**config.mk**
```make
export PLATFORM = sky130hd
export DESIGN_NAME = mem_arbiter_flat
export DESIGN_NICKNAME = d
export VERILOG_FILES = /design/src/rtl/cpu_types_pkg.sv /design/src/rtl/mem_arbiter_if.sv /design/src/rtl/mem_arbiter.sv /design/src/flat_wrapper.sv
export SDC_FILE = /design/constraint.sdc
export NUM_CORES = 1
export LEC_CHECK = 0
export CORE_UTILIZATION = 40
export CTS_CLUSTER_DIAMETER = 30
export DETAILED_ROUTE_END_ITERATION = 6
export PLACE_DENSITY = 0.95
export REMOVE_ABC_BUFFERS = 1
export SLEW_MARGIN = 20
export SYNTH_ARGS = -nofsm -noshare
export SYNTH_HDL_FRONTEND = slang
export SYNTH_SLANG_ARGS = --single-unit
export TNS_END_PERCENT = 20
```
**constraint.sdc**
```tcl
create_clock -name CLK -period 4.6 [get_ports CLK]
set_input_delay 0.92 -clock CLK [delete_from_list [all_inputs] [get_ports CLK]]
set_output_delay 0.92 -clock CLK [all_outputs]
set_load 0.02 [all_outputs]
```
**src/rtl/cpu_types_pkg.sv**
```systemverilog
// rtl/cpu_types_pkg.sv - shared word, RAM status and arbiter state types
package cpu_types_pkg;

    typedef logic [31:0] word_t;

    typedef enum logic [1:0] {
        FREE   = 2'd0,
        BUSY   = 2'd1,
        ACCESS = 2'd2,
        ERROR  = 2'd3
    } ramstate_t;

    typedef enum logic [2:0] {
        IDLE  = 3'd0,
        IGNT  = 3'd1,
        DRGNT = 3'd2,
        DWGNT = 3'd3,
        RETRY = 3'd4
    } arb_state_t;

endpackage

```
**src/rtl/mem_arbiter_if.sv**
```systemverilog
// rtl/mem_arbiter_if.sv - cache and RAM side signals of the memory arbiter
interface mem_arbiter_if;
    import cpu_types_pkg::*;

    logic      iREN;
    word_t     iaddr;
    logic      iwait;
    word_t     iload;
    logic      dREN;
    logic      dWEN;
    word_t     daddr;
    word_t     dstore;
    logic      dwait;
    word_t     dload;
    logic      ramREN;
    logic      ramWEN;
    word_t     ramaddr;
    word_t     ramstore;
    word_t     ramload;
    ramstate_t ramstate;

    modport slave (
        input  iREN, iaddr, dREN, dWEN, daddr, dstore, ramload, ramstate,
        output iwait, iload, dwait, dload, ramREN, ramWEN, ramaddr, ramstore
    );

    modport master (
        output iREN, iaddr, dREN, dWEN, daddr, dstore, ramload, ramstate,
        input  iwait, iload, dwait, dload, ramREN, ramWEN, ramaddr, ramstore
    );

endinterface

```
**src/rtl/mem_arbiter.sv**
```systemverilog
// rtl/mem_arbiter.sv - shares one RAM port between icache and dcache
module mem_arbiter
    import cpu_types_pkg::*;
#(
    parameter int unsigned STARVE_LIMIT = 4,
    parameter int unsigned RETRY_GAP    = 1
) (
    input  logic          CLK,
    input  logic          nRST,
    mem_arbiter_if.slave  bus
);

    localparam logic [3:0] LIMIT  = 4'(STARVE_LIMIT);
    localparam logic [1:0] GAP_M1 = 2'(RETRY_GAP - 1);

    arb_state_t state_q, state_d;
    arb_state_t ret_q, ret_d;
    logic [3:0] cnt_q, cnt_d;
    logic [1:0] retry_q, retry_d;
    logic       ramren_q, ramren_d;
    logic       ramwen_q, ramwen_d;
    word_t      ramaddr_q, ramaddr_d;
    word_t      ramstore_q, ramstore_d;

    arb_state_t owner;
    logic       owner_req;
    logic [3:0] cnt_inc;

    // During RETRY the owner is the grant we will return to.
    assign owner   = (state_q == RETRY) ? ret_q : state_q;
    assign cnt_inc = (cnt_q == LIMIT) ? cnt_q : cnt_q + 4'd1;

    always_comb begin
        owner_req = 1'b0;
        case (owner)
            IGNT:    owner_req = bus.iREN;
            DRGNT:   owner_req = bus.dREN;
            DWGNT:   owner_req = bus.dWEN;
            default: owner_req = 1'b0;
        endcase
    end

    always_comb begin
        state_d    = state_q;
        ret_d      = ret_q;
        cnt_d      = cnt_q;
        retry_d    = retry_q;
        ramren_d   = ramren_q;
        ramwen_d   = ramwen_q;
        ramaddr_d  = ramaddr_q;
        ramstore_d = ramstore_q;
        case (state_q)
            IDLE: begin
                if (!bus.iREN) cnt_d = '0;
                if (bus.iREN && cnt_q == LIMIT) begin
                    state_d    = IGNT;
                    cnt_d      = '0;
                    ramren_d   = 1'b1;
                    ramaddr_d  = bus.iaddr;
                    ramstore_d = '0;
                end else if (bus.dWEN) begin
                    state_d    = DWGNT;
                    ramwen_d   = 1'b1;
                    ramaddr_d  = bus.daddr;
                    ramstore_d = bus.dstore;
                    if (bus.iREN) cnt_d = cnt_inc;
                end else if (bus.dREN) begin
                    state_d    = DRGNT;
                    ramren_d   = 1'b1;
                    ramaddr_d  = bus.daddr;
                    ramstore_d = bus.dstore;
                    if (bus.iREN) cnt_d = cnt_inc;
                end else if (bus.iREN) begin
                    state_d    = IGNT;
                    cnt_d      = '0;
                    ramren_d   = 1'b1;
                    ramaddr_d  = bus.iaddr;
                    ramstore_d = '0;
                end
            end
            IGNT, DRGNT, DWGNT: begin
                if (bus.ramstate == ACCESS) begin
                    state_d  = IDLE;
                    ramren_d = 1'b0;
                    ramwen_d = 1'b0;
                end else if (bus.ramstate == ERROR) begin
                    state_d  = RETRY;
                    ret_d    = state_q;
                    retry_d  = GAP_M1;
                    ramren_d = 1'b0;
                    ramwen_d = 1'b0;
                end else if (!owner_req) begin
                    state_d  = IDLE;
                    ramren_d = 1'b0;
                    ramwen_d = 1'b0;
                end
            end
            RETRY: begin
                if (!owner_req) begin
                    state_d = IDLE;
                end else if (retry_q == 2'd0) begin
                    state_d  = ret_q;
                    ramren_d = (ret_q != DWGNT);
                    ramwen_d = (ret_q == DWGNT);
                end else begin
                    retry_d = retry_q - 2'd1;
                end
            end
            default: begin
                state_d  = IDLE;
                ramren_d = 1'b0;
                ramwen_d = 1'b0;
            end
        endcase
    end

    always_ff @(posedge CLK or negedge nRST) begin
        if (!nRST) begin
            state_q    <= IDLE;
            ret_q      <= IDLE;
            cnt_q      <= '0;
            retry_q    <= '0;
            ramren_q   <= 1'b0;
            ramwen_q   <= 1'b0;
            ramaddr_q  <= '0;
            ramstore_q <= '0;
        end else begin
            state_q    <= state_d;
            ret_q      <= ret_d;
            cnt_q      <= cnt_d;
            retry_q    <= retry_d;
            ramren_q   <= ramren_d;
            ramwen_q   <= ramwen_d;
            ramaddr_q  <= ramaddr_d;
            ramstore_q <= ramstore_d;
        end
    end

    assign bus.ramREN   = ramren_q;
    assign bus.ramWEN   = ramwen_q;
    assign bus.ramaddr  = ramaddr_q;
    assign bus.ramstore = ramstore_q;
    assign bus.iwait    = !(state_q == IGNT && bus.ramstate == ACCESS);
    assign bus.dwait    = !((state_q == DRGNT || state_q == DWGNT) && bus.ramstate == ACCESS);
    assign bus.iload    = bus.ramload;
    assign bus.dload    = bus.ramload;

endmodule
```
**src/flat_wrapper.sv**
```systemverilog
// flat-port wrapper written by rule: the top's interface ports become plain ports
module mem_arbiter_flat import cpu_types_pkg::*;
#(
    parameter int unsigned STARVE_LIMIT = 4,
    parameter int unsigned RETRY_GAP    = 1
)
  (CLK, nRST, bus_iREN, bus_iaddr, bus_dREN, bus_dWEN, bus_daddr, bus_dstore, bus_ramload, bus_ramstate, bus_iwait, bus_iload, bus_dwait, bus_dload, bus_ramREN, bus_ramWEN, bus_ramaddr, bus_ramstore);
  mem_arbiter_if bus_i ();
  input  logic CLK;
  input  logic nRST;
  input wire logic [$bits(bus_i.iREN)-1:0] bus_iREN;
  input wire logic [$bits(bus_i.iaddr)-1:0] bus_iaddr;
  input wire logic [$bits(bus_i.dREN)-1:0] bus_dREN;
  input wire logic [$bits(bus_i.dWEN)-1:0] bus_dWEN;
  input wire logic [$bits(bus_i.daddr)-1:0] bus_daddr;
  input wire logic [$bits(bus_i.dstore)-1:0] bus_dstore;
  input wire logic [$bits(bus_i.ramload)-1:0] bus_ramload;
  input wire logic [$bits(bus_i.ramstate)-1:0] bus_ramstate;
  output wire logic [$bits(bus_i.iwait)-1:0] bus_iwait;
  output wire logic [$bits(bus_i.iload)-1:0] bus_iload;
  output wire logic [$bits(bus_i.dwait)-1:0] bus_dwait;
  output wire logic [$bits(bus_i.dload)-1:0] bus_dload;
  output wire logic [$bits(bus_i.ramREN)-1:0] bus_ramREN;
  output wire logic [$bits(bus_i.ramWEN)-1:0] bus_ramWEN;
  output wire logic [$bits(bus_i.ramaddr)-1:0] bus_ramaddr;
  output wire logic [$bits(bus_i.ramstore)-1:0] bus_ramstore;
  assign bus_i.iREN = bus_iREN;
  assign bus_i.iaddr = bus_iaddr;
  assign bus_i.dREN = bus_dREN;
  assign bus_i.dWEN = bus_dWEN;
  assign bus_i.daddr = bus_daddr;
  assign bus_i.dstore = bus_dstore;
  assign bus_i.ramload = bus_ramload;
  assign bus_i.ramstate = bus_ramstate;
  assign bus_iwait = bus_i.iwait;
  assign bus_iload = bus_i.iload;
  assign bus_dwait = bus_i.dwait;
  assign bus_dload = bus_i.dload;
  assign bus_ramREN = bus_i.ramREN;
  assign bus_ramWEN = bus_i.ramWEN;
  assign bus_ramaddr = bus_i.ramaddr;
  assign bus_ramstore = bus_i.ramstore;
  mem_arbiter #(.STARVE_LIMIT(STARVE_LIMIT), .RETRY_GAP(RETRY_GAP)) u_core (.CLK(CLK), .nRST(nRST), .bus(bus_i));
endmodule
```
# After elaboration in Yosys (flattened, before gate mapping)
# Cells that the tools add are included.
[totals] ff_bits=78 inputBits=135
[classes] addsub=2 eq_ne=24 n_mux=45 bitwise_logic=1 reduce_logical=17
[ops] op="$mux 32" count=8
[ops] op="$mux 3" count=10
[ops] op="$mux 4" count=5
[ops] op="$eq 3x2->1 const B" count=5
[ops] op="$reduce_and 5->1" count=3
[ops] op="$mux 1" count=13
[ops] op="$ne 2x2->1 const B" count=5
[ops] op="$pmux 1 s3" count=3
[ops] op="$pmux 3 s3" count=1
[ops] op="$mux 2" count=4
[ops] op="$eq 3x1->1 const B" count=2
[ops] op="$ne 3x2->1 const B" count=2
[ops] op="$reduce_and 3->1" count=2
[ops] op="$ne 5x4->1 const B" count=1
[ops] op="$add 4x1->4 const B" count=1
[ops] op="$eq 2x2->1 const B" count=2
[ops] op="$eq 4x3->1 const B" count=1
[ops] op="$ne 2x1->1 const B" count=2
[ops] op="$ne 4x3->1 const B" count=1
[ops] op="$ne 4x4->1 const B" count=1
[ops] op="$pmux 2 s2" count=1
[ops] op="$reduce_bool 4->1" count=1
[ops] op="$eq 3x3->1 const B" count=1
[ops] op="$logic_and 1x1->1" count=3
[ops] op="other kinds (10)" count=11

# Longest topological paths before layout
[depth] ltp_word=8 mapped_depth=8 ltp_nobuf=7

# Worst setup path before layout
# Ideal clock, no wire load.
[synth_timing] path_type="input to output" from="in bus_ramstate[0]" to="out bus_iwait" arrival_ns=1.355 required_ns=3.680 path_slack_ns=2.325 path_stages=2 n_path_buf=0 path_cell_list="nor3b_1 -> nand3b_1"
[synth_via] elab_chain_len=3
[synth_lines] item="from (decl)" line="flat_wrapper.sv:18" source="input wire logic [$bits(bus_i.ramstate)-1:0] bus_ramstate;"
[synth_lines] item="$eq 2x2->1" line="mem_arbiter.sv:143" source="assign bus.iwait = !(state_q == IGNT && bus.ramstate == ACCESS);"
[synth_lines] item="$logic_and 1x1->1" line="mem_arbiter.sv:143"
[synth_lines] item="$logic_not 1->1" line="mem_arbiter.sv:143"
[synth_lines] item="to (decl)" line="flat_wrapper.sv:19" source="output wire logic [$bits(bus_i.iwait)-1:0] bus_iwait;"
# Every way passes these cells.

# Final worst setup path
[layout_timing] from="in bus_ramstate[1]" to="out bus_iwait"
# The elaborated chain is that of the path after synthesis.

==> flow_metrics.env <==
export IMPL_period_share=0.703
export IMPL_netlist_top_cells_area="dfrtp_1 47%, buf_4 12%, nand2_1 10%"
export IMPL_finalMaxSlewViolations=0
export IMPL_synth_top_family_by_area="buffers and inverters"
export IMPL_outcome="complete, no violations"
export IMPL_mostFrequentLayoutCells="169 x clkdlybuf4s50_1, 112 x nand2_1, 78 x dfrtp_1"
export IMPL_ys_flop_type="dfrtp_1"
export IMPL_dpl_instance_area_sq_um=5460
export IMPL_setup_viol=0
export IMPL_die_h_um=104
export IMPL_layout_drive_gt1_share=0.0617
export IMPL_synth_xor_area_frac=0.00636
export IMPL_hold_viol=0
export IMPL_muxShareOfSynthArea=0.0881
export IMPL_postCtsSetupBuffers=0
export IMPL_ys_types=43
export IMPL_crit_required_ns=3.68
export IMPL_gp_congestion=0.887
export IMPL_ys_warn_count=0
export IMPL_p_sw_mw=1.47
export IMPL_coreArea_sq_um=9910
export IMPL_p_leak_nw=2.45
export IMPL_power_density_nw_per_um2=634
export IMPL_clkSinkCount=78
export IMPL_drc=0
export IMPL_numPortBuffers=170
export IMPL_postSynthAreaPerCell_sq_um=9.22
export IMPL_fin_nets=684
export IMPL_root_buffer="clkbuf_8"
export IMPL_seqPwrFrac=0.336
export IMPL_synth_simple_area_share=0.147
export IMPL_htree_levels=3
export IMPL_drtIter0Drc=170
export IMPL_start_util=0.417
export IMPL_firstDrtPassIters=4
export IMPL_rsz0062_at_grt="no"
export IMPL_p_sw_frac=0.409
export IMPL_grt_pass1_vias=3746
export IMPL_ys_async_sr_fraction=1.00
export IMPL_grt_pass1_wl_um=19900
export IMPL_max_slew_margin=0.416
export IMPL_antenna_found_initial=0
export IMPL_max_cap_viol_count=0
export IMPL_fillCellCount=843
export IMPL_finalCriticalPeriod_ns=3.23
export IMPL_clock_path_buffers=2
export IMPL_combPwrFrac=0.504
export IMPL_route_detailed_wl_per_inst_um=18.5
export IMPL_synth_compound_gate_area_share=0.123
export IMPL_crit_path_end_kind="primary output"
export IMPL_crit_type="in2out"
export IMPL_overflow=0
export IMPL_cts_tree="done"
export IMPL_num_vias=3554
export IMPL_grt_start_max_net_pins=79
export IMPL_syn_inst=448
export IMPL_startpoint_type="input port"
export IMPL_clkPwrFrac=0.160
export IMPL_routed_wl_um=12700
export IMPL_fin_worst_skew_ns=0.0176
export IMPL_max_freq_mhz=309
export IMPL_hold_class="reg2reg"
export IMPL_vias_per_cell=5.20
export IMPL_cp_data_arrival_time_ns=2.31
export IMPL_rows=36
export IMPL_cts_buffers=9
export IMPL_ctsHoldBuffers=0
export IMPL_synth_top_area_frac=0.472
export IMPL_cts_resized=0
export IMPL_syn_area_sq_um=4130
export IMPL_path_max_fanout=3
export IMPL_worstMarginPinSlew_ns=0.873
export IMPL_die_area_sq_um=10700
export IMPL_area_delta_synth_final_pct=37.7
export IMPL_finish_utilization=0.574
export IMPL_ant_nets=0
export IMPL_dp_hpwl_um=9600
export IMPL_die_w_um=104
export IMPL_grt_total_usage=0.244
export IMPL_synth_edff_count=0
export IMPL_clk_latency_ns=0.36
export IMPL_clkTransAtPathRegs_ns=0.07
export IMPL_ys_seq_elements=78
export IMPL_fin_area_sq_um=5690
export IMPL_yosys_area_top_type="dfrtp_1"
export IMPL_num_antenna_cells=0
export IMPL_ys_seq_area_frac=0.472
export IMPL_peakVddDrop_uv=307
export IMPL_finalPower_mw=3.61
export IMPL_pin_count=267
export IMPL_yosys_area_share_adder=0.00908
export IMPL_p_int_mw=2.13
export IMPL_layout_commonest_cell="clkdlybuf4s50_1"
worst paths after layout:
| kind | from | end | slack [ns] | cells past startpoint |
|---|---|---|---|---|
| worst max-delay path | bus_ramstate[1] | bus_iwait | 1.37 | 4 |
| worst min-delay path | u_core.bus.ramstore[28] | u_core.bus.ramstore[28] | 0.48 | 2 |
| worst max register to register | u_core.cnt_q[0] | u_core.bus.ramaddr[17] | 2.16 | 7 |
| worst min register to register | u_core.bus.ramstore[28] | u_core.bus.ramstore[28] | 0.48 | 2 |
| max in group asynchronous | nRST | u_core.bus.ramaddr[26] | 3.52 | 1 |
| min in group asynchronous | nRST | u_core.ret_q[0] | 0.59 | 1 |
power groups by stage:
stage                     Clock (mW)  Combinational (mW)  Sequential (mW)
final                          0.577                1.82             1.21
after global routing           0.619                1.98             1.24
after CTS                      0.591                1.84             1.21
after detailed placement           0                1.84             1.22
after global placement             0                1.77             1.20
after floorplan                    0               0.674             1.51
stage by stage:
step | std cells | TNS, ns | hold WS, ns | setup slack [ns]
after floorplan | 361 | -107.06 | 0.489 | -1.69
after global placement | 668 | 0 | 0.461 | 1.28
after detailed placement | 668 | 0 | 0.470 | 1.13
after CTS | 684 | 0 | 0.488 | 1.36
after global routing | 684 | 0 | 0.509 | 1.29
final | 684 | 0 | 0.481 | 1.37
final cells by class:
type | instances | area (sq um) | share of cell area
clock buffers | 11 | 141 | 0.0249
clock inverters | 5 | 82.6 | 0.0145
inverters | 12 | 45.0 | 0.00792
multi-input cells | 271 | 1570 | 0.276
flip-flops and latches | 78 | 1950 | 0.343
well taps | 133 | 166 | 0.0293
repair buffers | 174 | 1730 | 0.305
synth_stat cells (2+ instances only):
library cell / n
o211ai_1: 2
or2_2: 2
buf_4: 64
a2bb2oi_1: 2
ha_1: 3
a31oi_1: 3
nand3b_1: 2
mux2i_1: 33
nand4_1: 2
mux2_2: 3
nand3_1: 2
dfrtp_1: 78
and2_1: 2
o21ai_1: 18
inv_1: 12
a21o_1: 2
and3b_1: 2
o21ai_0: 52
xnor2_1: 2
clkbuf_1: 8
nand2_1: 112
buf_2: 14
nor2_1: 7
nand4b_1: 2
logic make-up after synthesis:
group,count (synthesis)
DFF,78
AOI/OAI and AO/OA,88
buffers and inverters,99
muxes,36
adders and majority gates,3
xor gates and xnor gates,3
and+or+nand+nor,141
routing by layer:
layer | part of all wire | track usage | vias up | wire length (um)
met4 | 0.022 | 0.101 | 4 | 280
met3 | 0.15 | 0.152 | 25 | 1870
met1 | 0.38 | 0.264 | 1672 | 4790
met2 | 0.44 | 0.368 | 238 | 5590
li1 | - | - | 1615 | -
met5 | 0.0092 | 0.110 | - | 117
critical path, cell delays in order:
cell,delay (ns)
clkdlybuf4s50_1,0.50
nor3b_1,0.25
nand3b_1,0.10
clkdlybuf4s50_1,0.55
state kept, by name (all words and copies together) (netlist names):
register,flops
u_core.ret_q,3
u_core.cnt_q,4
u_core.bus.ramstore,32
u_core.bus.ramaddr,32
u_core.bus.ramWEN,1
u_core.bus.ramREN,1
u_core.state_q,3
u_core.retry_q,2
Note: power is estimated with default switching activity, not from simulation.
